[src/rtl/p_pkg.sv]
// rtl/p_pkg.sv - shared types and constants for the Poly1305 message feeder
//
// Purpose: FSM state encoding, r clamp mask and block geometry used by
//          p_msg_feed and p_blk_pack.
// Ports:   none (package)

package p_pkg;

    typedef enum logic [2:0] {
        ST_IDLE  = 3'd0,
        ST_KEY_R = 3'd1,
        ST_KEY_S = 3'd2,
        ST_FILL  = 3'd3,
        ST_READY = 3'd4,
        ST_DONE  = 3'd5
    } feed_state_t;

    localparam logic [127:0] R_CLAMP_MASK = 128'h0ffffffc_0ffffffc_0ffffffc_0fffffff;

    localparam int BLK_BYTES = 16;
    localparam int BLK_WORDS = 4;

endpackage

[src/rtl/p_blk_pack.sv]
// rtl/p_blk_pack.sv - packs 32-bit stream words into a 128-bit Poly1305 block
//
// Purpose: 4-word pack register with word index; zeroes the tail bytes of the
//          final block according to len%16.
// Ports:
//   clk, rst  clock, async active-high reset
//   clr       clear pack register and word index (block sent / new message)
//   wr        store data at the current word slot and advance the index
//   data      32-bit stream word, byte n at [8n+7:8n]
//   len_lo    message length modulo 16
//   last      current block is the final block of the message
//   idx       word slot the next write lands in
//   blk       packed block, tail-masked when last

module p_blk_pack
    import p_pkg::*;
(
    input  logic         clk,
    input  logic         rst,
    input  logic         clr,
    input  logic         wr,
    input  logic [31:0]  data,
    input  logic [3:0]   len_lo,
    input  logic         last,
    output logic [1:0]   idx,
    output logic [127:0] blk
);

    logic [127:0]          pack;
    logic [BLK_BYTES-1:0]  byte_keep;

    always_ff @(posedge clk or posedge rst) begin
        if (rst) begin
            pack <= '0;
            idx  <= '0;
        end else if (clr) begin
            pack <= '0;
            idx  <= '0;
        end else if (wr) begin
            pack[{idx, 5'b00000} +: 32] <= data;
            idx                         <= idx + 2'd1;
        end
    end

    // len%16 == 0 means the final block is full, so nothing is masked.
    // The final stream word may carry junk above the message end, which
    // this mask removes.
    always_comb begin
        byte_keep = '1;
        if (last && (len_lo != 4'd0)) begin
            for (int i = 0; i < BLK_BYTES; i++) begin
                byte_keep[i] = (4'(i) < len_lo);
            end
        end
    end

    always_comb begin
        blk = '0;
        for (int i = 0; i < BLK_BYTES; i++) begin
            blk[8*i +: 8] = pack[8*i +: 8] & {8{byte_keep[i]}};
        end
    end

endmodule

[src/rtl/p_msg_feed.sv]
// rtl/p_msg_feed.sv - message supplier for the Poly1305 tag engine p_tag
//
// Purpose: answers each p_tag request with one strobe carrying r, then s,
//          then the message in zero-padded 16-byte little-endian blocks.
// Build option: P_FEED_CLAMP_EN - clamp r before it is sent.
// Ports:
//   i_clk, i_rst   clock, async active-high reset
//   i_start        one-cycle start; latches i_key and i_len_msg (IDLE only)
//   i_key          {s[127:0], r[127:0]}
//   i_len_msg      message length in bytes
//   i_wr_en        stream word valid
//   i_wr_data      stream word, byte n at [8n+7:8n]
//   o_wr_rdy       stream word accepted this cycle when i_wr_en is high
//   i_rqst_msg     request level from p_tag
//   o_en_msg       one-cycle data strobe
//   o_msg          data, valid in the strobe cycle and held until the next
//   o_len_msg      latched length
//   o_busy         high from start until done
//   o_done         one-cycle pulse after the final strobe

module p_msg_feed
    import p_pkg::*;
(
    input  logic         i_clk,
    input  logic         i_rst,
    input  logic         i_start,
    input  logic [255:0] i_key,
    input  logic [31:0]  i_len_msg,
    input  logic         i_wr_en,
    input  logic [31:0]  i_wr_data,
    output logic         o_wr_rdy,
    input  logic         i_rqst_msg,
    output logic         o_en_msg,
    output logic [127:0] o_msg,
    output logic [31:0]  o_len_msg,
    output logic         o_busy,
    output logic         o_done
);

    feed_state_t  state;
    feed_state_t  state_nxt;

    logic [255:0] key;
    logic [30:0]  words_left;
    logic         served;
    logic         req_edge;

    logic         start_ok;
    logic         take_word;
    logic         last_word;
    logic         last_blk;
    logic         send_key_r;
    logic         send_key_s;
    logic         send_blk;
    logic         send_any;
    logic         pack_clr;

    logic [1:0]   pack_idx;
    logic [127:0] pack_blk;
    logic [127:0] r_out;

    // A request is live while the level is high and no strobe has been
    // issued for it yet; it is therefore held across FILL until READY.
    assign req_edge  = i_rqst_msg && !served;
    assign last_word = (words_left == 31'd1);
    assign last_blk  = (words_left == 31'd0);

`ifdef P_FEED_CLAMP_EN
    assign r_out = key[127:0] & R_CLAMP_MASK;
`else
    assign r_out = key[127:0];
`endif

    p_blk_pack u_pack (
        .clk    (i_clk),
        .rst    (i_rst),
        .clr    (pack_clr),
        .wr     (take_word),
        .data   (i_wr_data),
        .len_lo (o_len_msg[3:0]),
        .last   (last_blk),
        .idx    (pack_idx),
        .blk    (pack_blk)
    );

    always_ff @(posedge i_clk or posedge i_rst) begin
        if (i_rst) begin
            state <= ST_IDLE;
        end else begin
            state <= state_nxt;
        end
    end

    always_comb begin
        state_nxt = state;
        case (state)
            ST_IDLE:  if (i_start) state_nxt = ST_KEY_R;
            ST_KEY_R: if (req_edge) state_nxt = ST_KEY_S;
            ST_KEY_S: if (req_edge) state_nxt = (o_len_msg == 32'd0) ? ST_DONE : ST_FILL;
            ST_FILL:  if (take_word && ((pack_idx == 2'd3) || last_word)) state_nxt = ST_READY;
            ST_READY: if (req_edge) state_nxt = last_blk ? ST_DONE : ST_FILL;
            ST_DONE:  state_nxt = ST_IDLE;
            default:  state_nxt = ST_IDLE;
        endcase
    end

    always_comb begin
        o_wr_rdy   = (state == ST_FILL);
        start_ok   = (state == ST_IDLE) && i_start;
        take_word  = (state == ST_FILL) && i_wr_en;
        send_key_r = (state == ST_KEY_R) && req_edge;
        send_key_s = (state == ST_KEY_S) && req_edge;
        send_blk   = (state == ST_READY) && req_edge;
        send_any   = send_key_r || send_key_s || send_blk;
        pack_clr   = send_blk || start_ok;
    end

    always_ff @(posedge i_clk or posedge i_rst) begin
        if (i_rst) begin
            key        <= '0;
            o_len_msg  <= '0;
            words_left <= '0;
            served     <= 1'b0;
            o_en_msg   <= 1'b0;
            o_msg      <= '0;
            o_busy     <= 1'b0;
            o_done     <= 1'b0;
        end else begin
            o_en_msg <= send_any;
            o_done   <= (state == ST_DONE);
            served   <= i_rqst_msg && (served || send_any);

            if (start_ok) begin
                key        <= i_key;
                o_len_msg  <= i_len_msg;
                // ceil(len/4) stream words
                words_left <= {1'b0, i_len_msg[31:2]} + {30'd0, |i_len_msg[1:0]};
                o_busy     <= 1'b1;
            end else if (state == ST_DONE) begin
                o_busy     <= 1'b0;
            end

            if (take_word) begin
                words_left <= words_left - 31'd1;
            end

            if (send_key_r) begin
                o_msg <= r_out;
            end else if (send_key_s) begin
                o_msg <= key[255:128];
            end else if (send_blk) begin
                o_msg <= pack_blk;
            end
        end
    end

endmodule

[config.mk]
export PLATFORM = sky130hd
export DESIGN_NAME = p_msg_feed
export DESIGN_NICKNAME = d
export VERILOG_FILES = /design/src/rtl/p_pkg.sv /design/src/rtl/p_blk_pack.sv /design/src/rtl/p_msg_feed.sv
export SDC_FILE = /design/constraint.sdc
export NUM_CORES = 2
export LEC_CHECK = 0
export ABC_AREA = 1
export BUFFER_PORTS_ARGS = -buffer_cell sky130_fd_sc_hd__buf_2
export CAP_MARGIN = 30
export CORE_MARGIN = 1
export CORE_UTILIZATION = 55
export DETAILED_ROUTE_END_ITERATION = 10
export PLACE_DENSITY = 0.84
export SETUP_SLACK_MARGIN = 0.4
export SLEW_MARGIN = 0
export SYNTH_ARGS = -nofsm -noshare
export SYNTH_HDL_FRONTEND = slang
export SYNTH_SLANG_ARGS = --single-unit
[constraint.sdc]
create_clock -name i_clk -period 68.4 [get_ports i_clk]
set_input_delay 17.1 -clock i_clk [delete_from_list [all_inputs] [get_ports i_clk]]
set_output_delay 17.1 -clock i_clk [all_outputs]
set_load 0.02 [all_outputs]
# Yosys cells after proc, flatten, opt, wreduce, memory -nomap -nowiden
# Cells that the tools add are included.
# Widths: inputs -> output; s select.
[classes]
n_addsub = 4
n_lt_le_gt_ge = 16
n_eq_ne = 12
n_shift = 2
n_mux = 21
bitwise_logic = 16
n_reduce_logical = 25
[op_table]
columns = ["cell", "count"]
rows = [
  ["$mux 128", 5],
  ["$and 8x8->8", 16],
  ["$bwmux 128", 1],
  ["$shift 32x9->128 const A", 1],
  ["$shiftx 32x9->128", 1],
  ["$mux 31", 2],
  ["$logic_not 32->1", 1],
  ["$lt 4x4->1 const A", 8],
  ["$add 30x1->31", 1],
  ["$eq 31x1->1 const B", 1],
  ["$logic_not 31->1", 1],
  ["$sub 31x1->31 const B", 1],
  ["$mux 3", 7],
  ["$lt 3x4->1 const A", 4],
  ["$mux 16", 1],
  ["$pmux 3 s5", 1],
  ["$logic_and 1x1->1", 9],
  ["$neg 7->9", 1],
  ["$lt 1x4->1 const A", 2],
  ["$lt 2x4->1 const A", 2],
  ["$ne 2x2->1 const B", 4],
  ["$eq 3x2->1 const B", 2],
  ["$eq 3x3->1 const B", 2],
  ["$reduce_bool 2->1", 3],
  ["other kinds (13)", 19],
]
[totals]
regBits = 584
output_inout_bits = 164
word_cells = 107

# Longest topological paths before layout
[depth]
word_depth = 7
mapped_depth = 15

# Cells and area by module
# From an unflattened synthesis, not the netlist that was laid out.
[hier_totals]
hier_cells = 3658
hier_area_um2 = 28225.8
[by_module_without_submodules]
columns = ["mod", "n_inst", "cells_per_inst", "area_per_inst_um2"]
rows = [
  ["p_msg_feed", 1, 2720, 21275.4],
  ["p_blk_pack", 1, 938, 6950.4],
]

# Worst setup path after synthesis
# No wires, ideal clock.
[synth_timing]
kind = "in2reg"
start = "input i_len_msg[1]"
end = "register words_left[20]"
arrival_time_ns = 18.328
required_ns = 68.276
setup_slack_ns = 49.948
stages = 11
n_path_buf = 0
path_cell_list = "inv_1 -> nand2_1 -> ha_1 -> ha_1 -> nand2_1 -> nor2_1 -> nand2_1 -> nor2_1 -> nand3_1 -> nand3_1 -> nand3_1"
[synth_via]
elab_chain_len = 4
[synth_rtl]
columns = ["item", "line", "rtl"]
rows = [
  ["start, declared", "p_msg_feed.sv:28", "input logic [31:0] i_len_msg,"],
  ["$reduce_or 2->1", "p_msg_feed.sv:137", "words_left <= {1'b0, i_len_msg[31:2]} + {30'd0, |i_len_msg[1:0]};"],
  ["$add 30x1->31", "p_msg_feed.sv:137", ""],
  ["$mux 31", "p_msg_feed.sv:133", "if (start_ok) begin"],
  ["$mux 31", "p_msg_feed.sv:143", "if (take_word) begin"],
  ["end signal, assigned", "p_msg_feed.sv:137", ""],
  ["end signal, assigned", "p_msg_feed.sv:144", "words_left <= words_left - 31'd1;"],
  ["end, declared", "p_msg_feed.sv:44", "logic [30:0] words_left;"],
]
# No other way between the ends. The select of a mux whose other input is x is not followed.
# A chain may end at the register's enable or synchronous reset.

# Final worst setup path
[layout_timing]
start = "input i_rqst_msg"
end = "register o_msg[40]"
[layout_via]
elab_chain_len = 4
elab_cells_between_ends = 7
[layout_rtl]
columns = ["item", "line", "rtl"]
rows = [
  ["start, declared", "p_msg_feed.sv:32", "input logic i_rqst_msg,"],
  ["$logic_and 1x1->1 *", "p_msg_feed.sv:64", "assign req_edge = i_rqst_msg && !served;"],
  ["$logic_and 1x1->1", "p_msg_feed.sv:112", "send_key_s = (state == ST_KEY_S) && req_edge;"],
  ["$mux 128", "p_msg_feed.sv:149", "end else if (send_key_s) begin"],
  ["$mux 128", "p_msg_feed.sv:147", "if (send_key_r) begin"],
  ["end signal, assigned", "p_msg_feed.sv:148", "o_msg <= r_out;"],
  ["end signal, assigned", "p_msg_feed.sv:150", "o_msg <= key[255:128];"],
  ["end signal, assigned", "p_msg_feed.sv:152", "o_msg <= pack_blk;"],
  ["end, declared", "p_msg_feed.sv:34", "output logic [127:0] o_msg,"],
]
# Every way passes the cells marked *; elsewhere a longest branch is shown, timed or not.

==> metrics.csv <==
stage;metric;value;unit
run_status;status;finished, final reports clean;
sta;share of the clock period used by the worst path;29.7;%
worst_setup_path;worst-path maximum fanout;131;
pwr;Lkg Pwr;18.4;nW
synth;main flop type after synthesis;dfrtp_1;
clock_tree;CTS tree;yes;
die;die area;53200;um^2
hold_path;hold depth;2;
global_routing;global route overflow;0;
clock_tree;clock transition at the registers of the reported paths;60;ps
global_routing;largest net degree at the start of global routing;175;
sta;actual slew at the worst max-slew pin;1040;ps
global_routing;first-pass GRT wire length;138;mm
synth;EDFF count, synth;0;
placement;RePlAce Congestion;0.945;
synth;Synth cell types;42;
worst_setup_path;Worst setup EP type;flop;
clock_tree;post-cts sizing count;0;
drt;WL/cell;17.7;um
synth;Yosys reg bits;584;
worst_setup_path;FF-to-FF path depth;9;
worst_setup_path;Critical Path Max Stage Delay;820;ps
clock_tree;Worst-Skew Late Latency;650;ps
die;Die Wd;231;um
die;starting density of the core;55.8;%
cells_and_area;share of cells above drive strength 1;15.1;%
sta;Slew Viols, Final;0;
pwr;Sw Share;41.2;%
synth;Yosys warnings;0;
die;Die Y;231;um
worst_setup_path;CP delay by family, top;buffers and inverters;
global_routing;Total GRT Usage;33.3;%
drt;DRT Pass-1 Iters;6;
hold_path;Hold Crit Endpoint;o_msg[83];
worst_setup_path;Worst Path Buf+Inv;6;
clock_tree;CTS Buffer Depth;3;
pwr;internal power;0.000807;W
placement;count of input and output buffers;488;
synth;Avg Cell Area, Syn;7.38;um^2
hold_path;Hold Startpoint;o_msg[83];
run;max-cap check violation count;0;
sta;Fin. Hold Viols;0;
sta;Hold Slack;471;ps
worst_setup_path;CP max stage cell;nand3_4;
pwr;Seq pwr share;38.8;%
synth;Synth Net Count;4231;
worst_setup_path;CP Cell Sequence;buf_2 -> inv_2 -> nor2_4 -> inv_1 -> nor2_4 -> inv_6 -> nand3_4 -> inv_4 -> buf_4 -> nand2_1 -> nand2_1;
synth;mapped cell area;28700;um^2
clock_tree;CTS Root Cell;clkbuf_16;
global_routing;initial antenna violation count;12;
synth;post-synthesis sequential area ratio;50.8;%
die;number of I/O pins;489;
pwr;clock share of power;23.9;%
sta;Setup Skew;22.0;ps
worst_setup_path;Critical Path Source;i_rqst_msg;
sta;Tmin final;20320;ps
worst_setup_path;Arrival @ worst endpoint;20890;ps
worst_setup_path;startpoint types;input pin;
sta;# setup viols final;0;
drt;WL final;88.9;mm
hold_path;Worst Hold Class;reg -> reg;
cells_and_area;Layout area overhead;16.6;%
pwr;pwr/cell area;41.0;nW/um^2
sta;Setup TNS;0;ps
clock_tree;H-tree depth;2;
drt;Via Count;26742;
worst_setup_path;FF-to-FF Start;state[1];
pwr;Peak VDD IR;0.0284;mV
worst_setup_path;Worst EP required;68970;ps
worst_setup_path;reg2reg setup slack;64210;ps
clock_tree;post-CTS setup repair buffer count;0;
clock_tree;Sink Count;584;
clock_tree;CTS Buf Count;60;
cells_and_area;fin nets;4617;
die;core area;51500;um^2
drt;Final ANT Viol Nets;0;
global_routing;number of global-route vias before repair;24942;
synth;Synth async-reset ratio;100;%
clock_tree;hold buffers post-CTS;0;
pwr;Logic pwr share;37.3;%
drt;DRC Markers;0;
sta;final setup margin;48080;ps
cells_and_area;post-layout util;65.1;%
drt;Avg Vias per Cell;5.33;
worst_setup_path;crit path kind;in -> reg;
drt;DRT iter0 DRCs;2532;
cells_and_area;Finished Layout Cells;5015;
synth;Mapped Cells;3896;
die;# rows;83;
worst_setup_path;r2r endpoint;o_msg[40];
placement;dpl ws;47460;ps
sta;RSZ-0062 raised after global routing;no;
placement;Post-DP HPWL;61.6;mm
sta;Slew HR;30.6;%
pwr;Net Switching;0.000566;W
placement;placed insts;4893;
sta;fmax;0.0492;GHz
per-stage QoR:
stage                     cell area (um^2)  power (W)
after floorplan                      28700   0.000892
after global placement               31300    0.00102
after detailed placement             31400    0.00104
after CTS                            33300    0.00137
after global routing                 33500    0.00147
final                                33500    0.00137
power groups by stage:
stage                     clock, W  combinational (W)  sequential [W]
final                     0.000328           0.000512        0.000534
after global routing      0.000345           0.000579        0.000545
after floorplan                  0           0.000337        0.000555
after detailed placement         0           0.000501        0.000536
after CTS                 0.000330           0.000507        0.000532
after global placement           0           0.000483        0.000533
worst min-delay path: stages, from the launching register on:
cell and delay [ps]:
dfrtp_1 340, nand2_1 50, nand2_1 50
state kept, by name, indices dropped and copies added (netlist names):
signal	flops
o_busy	1
o_msg	128
u_pack.idx	2
served	1
key	256
state	3
u_pack.pack	128
o_en_msg	1
o_done	1
words_left	31
o_len_msg	32
area by class of cell:
class,count,area [um^2]
clock buffers,88,1750
diodes,10,25.0
clock inverters,17,196
flip-flops and latches,584,14600
multi-input cells,2543,11100
fillers,4370,18000
inverters,578,2190
well taps,680,851
repair buffers,515,2840
cell usage in the layout, fill, tap and decap left out, drive strengths merged, types with 6 or more instances in the layout:
| master | n |
|---|---|
| ha | 10 |
| nor2 | 268 |
| nand4 | 16 |
| clkinv | 11 |
| nand2 | 1498 |
| a31oi | 9 |
| xor2 | 6 |
| a21oi | 10 |
| diode | 10 |
| dfrtp | 584 |
| buf | 515 |
| clkbuf | 88 |
| inv | 580 |
| nand3 | 123 |
| o211ai | 15 |
| o22ai | 80 |
| nor3 | 6 |
| o21ai | 484 |
kinds of logic after synthesis:
kind of cell    share of synthesized area [%]
simple gates                             26.5
buf+inv                                  10.8
compound gates                           11.2
flops                                    50.8
fa+ha+maj                               0.435
xor+xnor                                0.244
how the worst max path moves through the flow:
stage               cells past startpoint         end  slack, ps
finish                                 11   o_msg[40]      48080
global route                           11  o_msg[101]      47750
CTS                                    11   o_msg[42]      48110
detailed placement                     11  o_msg[114]      47460
global placement                       11   o_msg[46]      47590
floorplan                               1      key[0]      34960
routing by layer:
layer / routed length, um / GRT usage [%] / up-vias
met2: 40600 / 52.0 / 1232
met3: 7090 / 6.04 / 238
met5: 37 / 0 / -
met4: 4640 / 15.5 / 6
li1: - / - / 12746
met1: 36500 / 45.3 / 12520
cell usage after synthesis (3+ instances only):
library cell / number / area share [%]
a21oi_1: 9 / 0.16
a31oi_1: 9 / 0.20
buf_2: 87 / 1.5
buf_4: 20 / 0.52
clkbuf_1: 80 / 1.0
dfrtp_1: 584 / 51
ha_1: 10 / 0.44
inv_1: 565 / 7.4
inv_2: 12 / 0.16
nand2_1: 1493 / 19
nand2_2: 3 / 0.065
nand3_1: 111 / 1.9
nand3_2: 4 / 0.14
nand3_4: 8 / 0.49
nand4_1: 16 / 0.35
nor2_1: 259 / 3.4
nor2_2: 5 / 0.11
nor2_4: 4 / 0.16
nor3_1: 5 / 0.087
o211ai_1: 15 / 0.39
o21ai_0: 451 / 7.9
o21ai_1: 33 / 0.57
o22ai_1: 80 / 1.7
o31ai_1: 4 / 0.10
or2_2: 3 / 0.065
xor2_1: 6 / 0.18
Note: power is estimated with default switching activity, not from simulation.
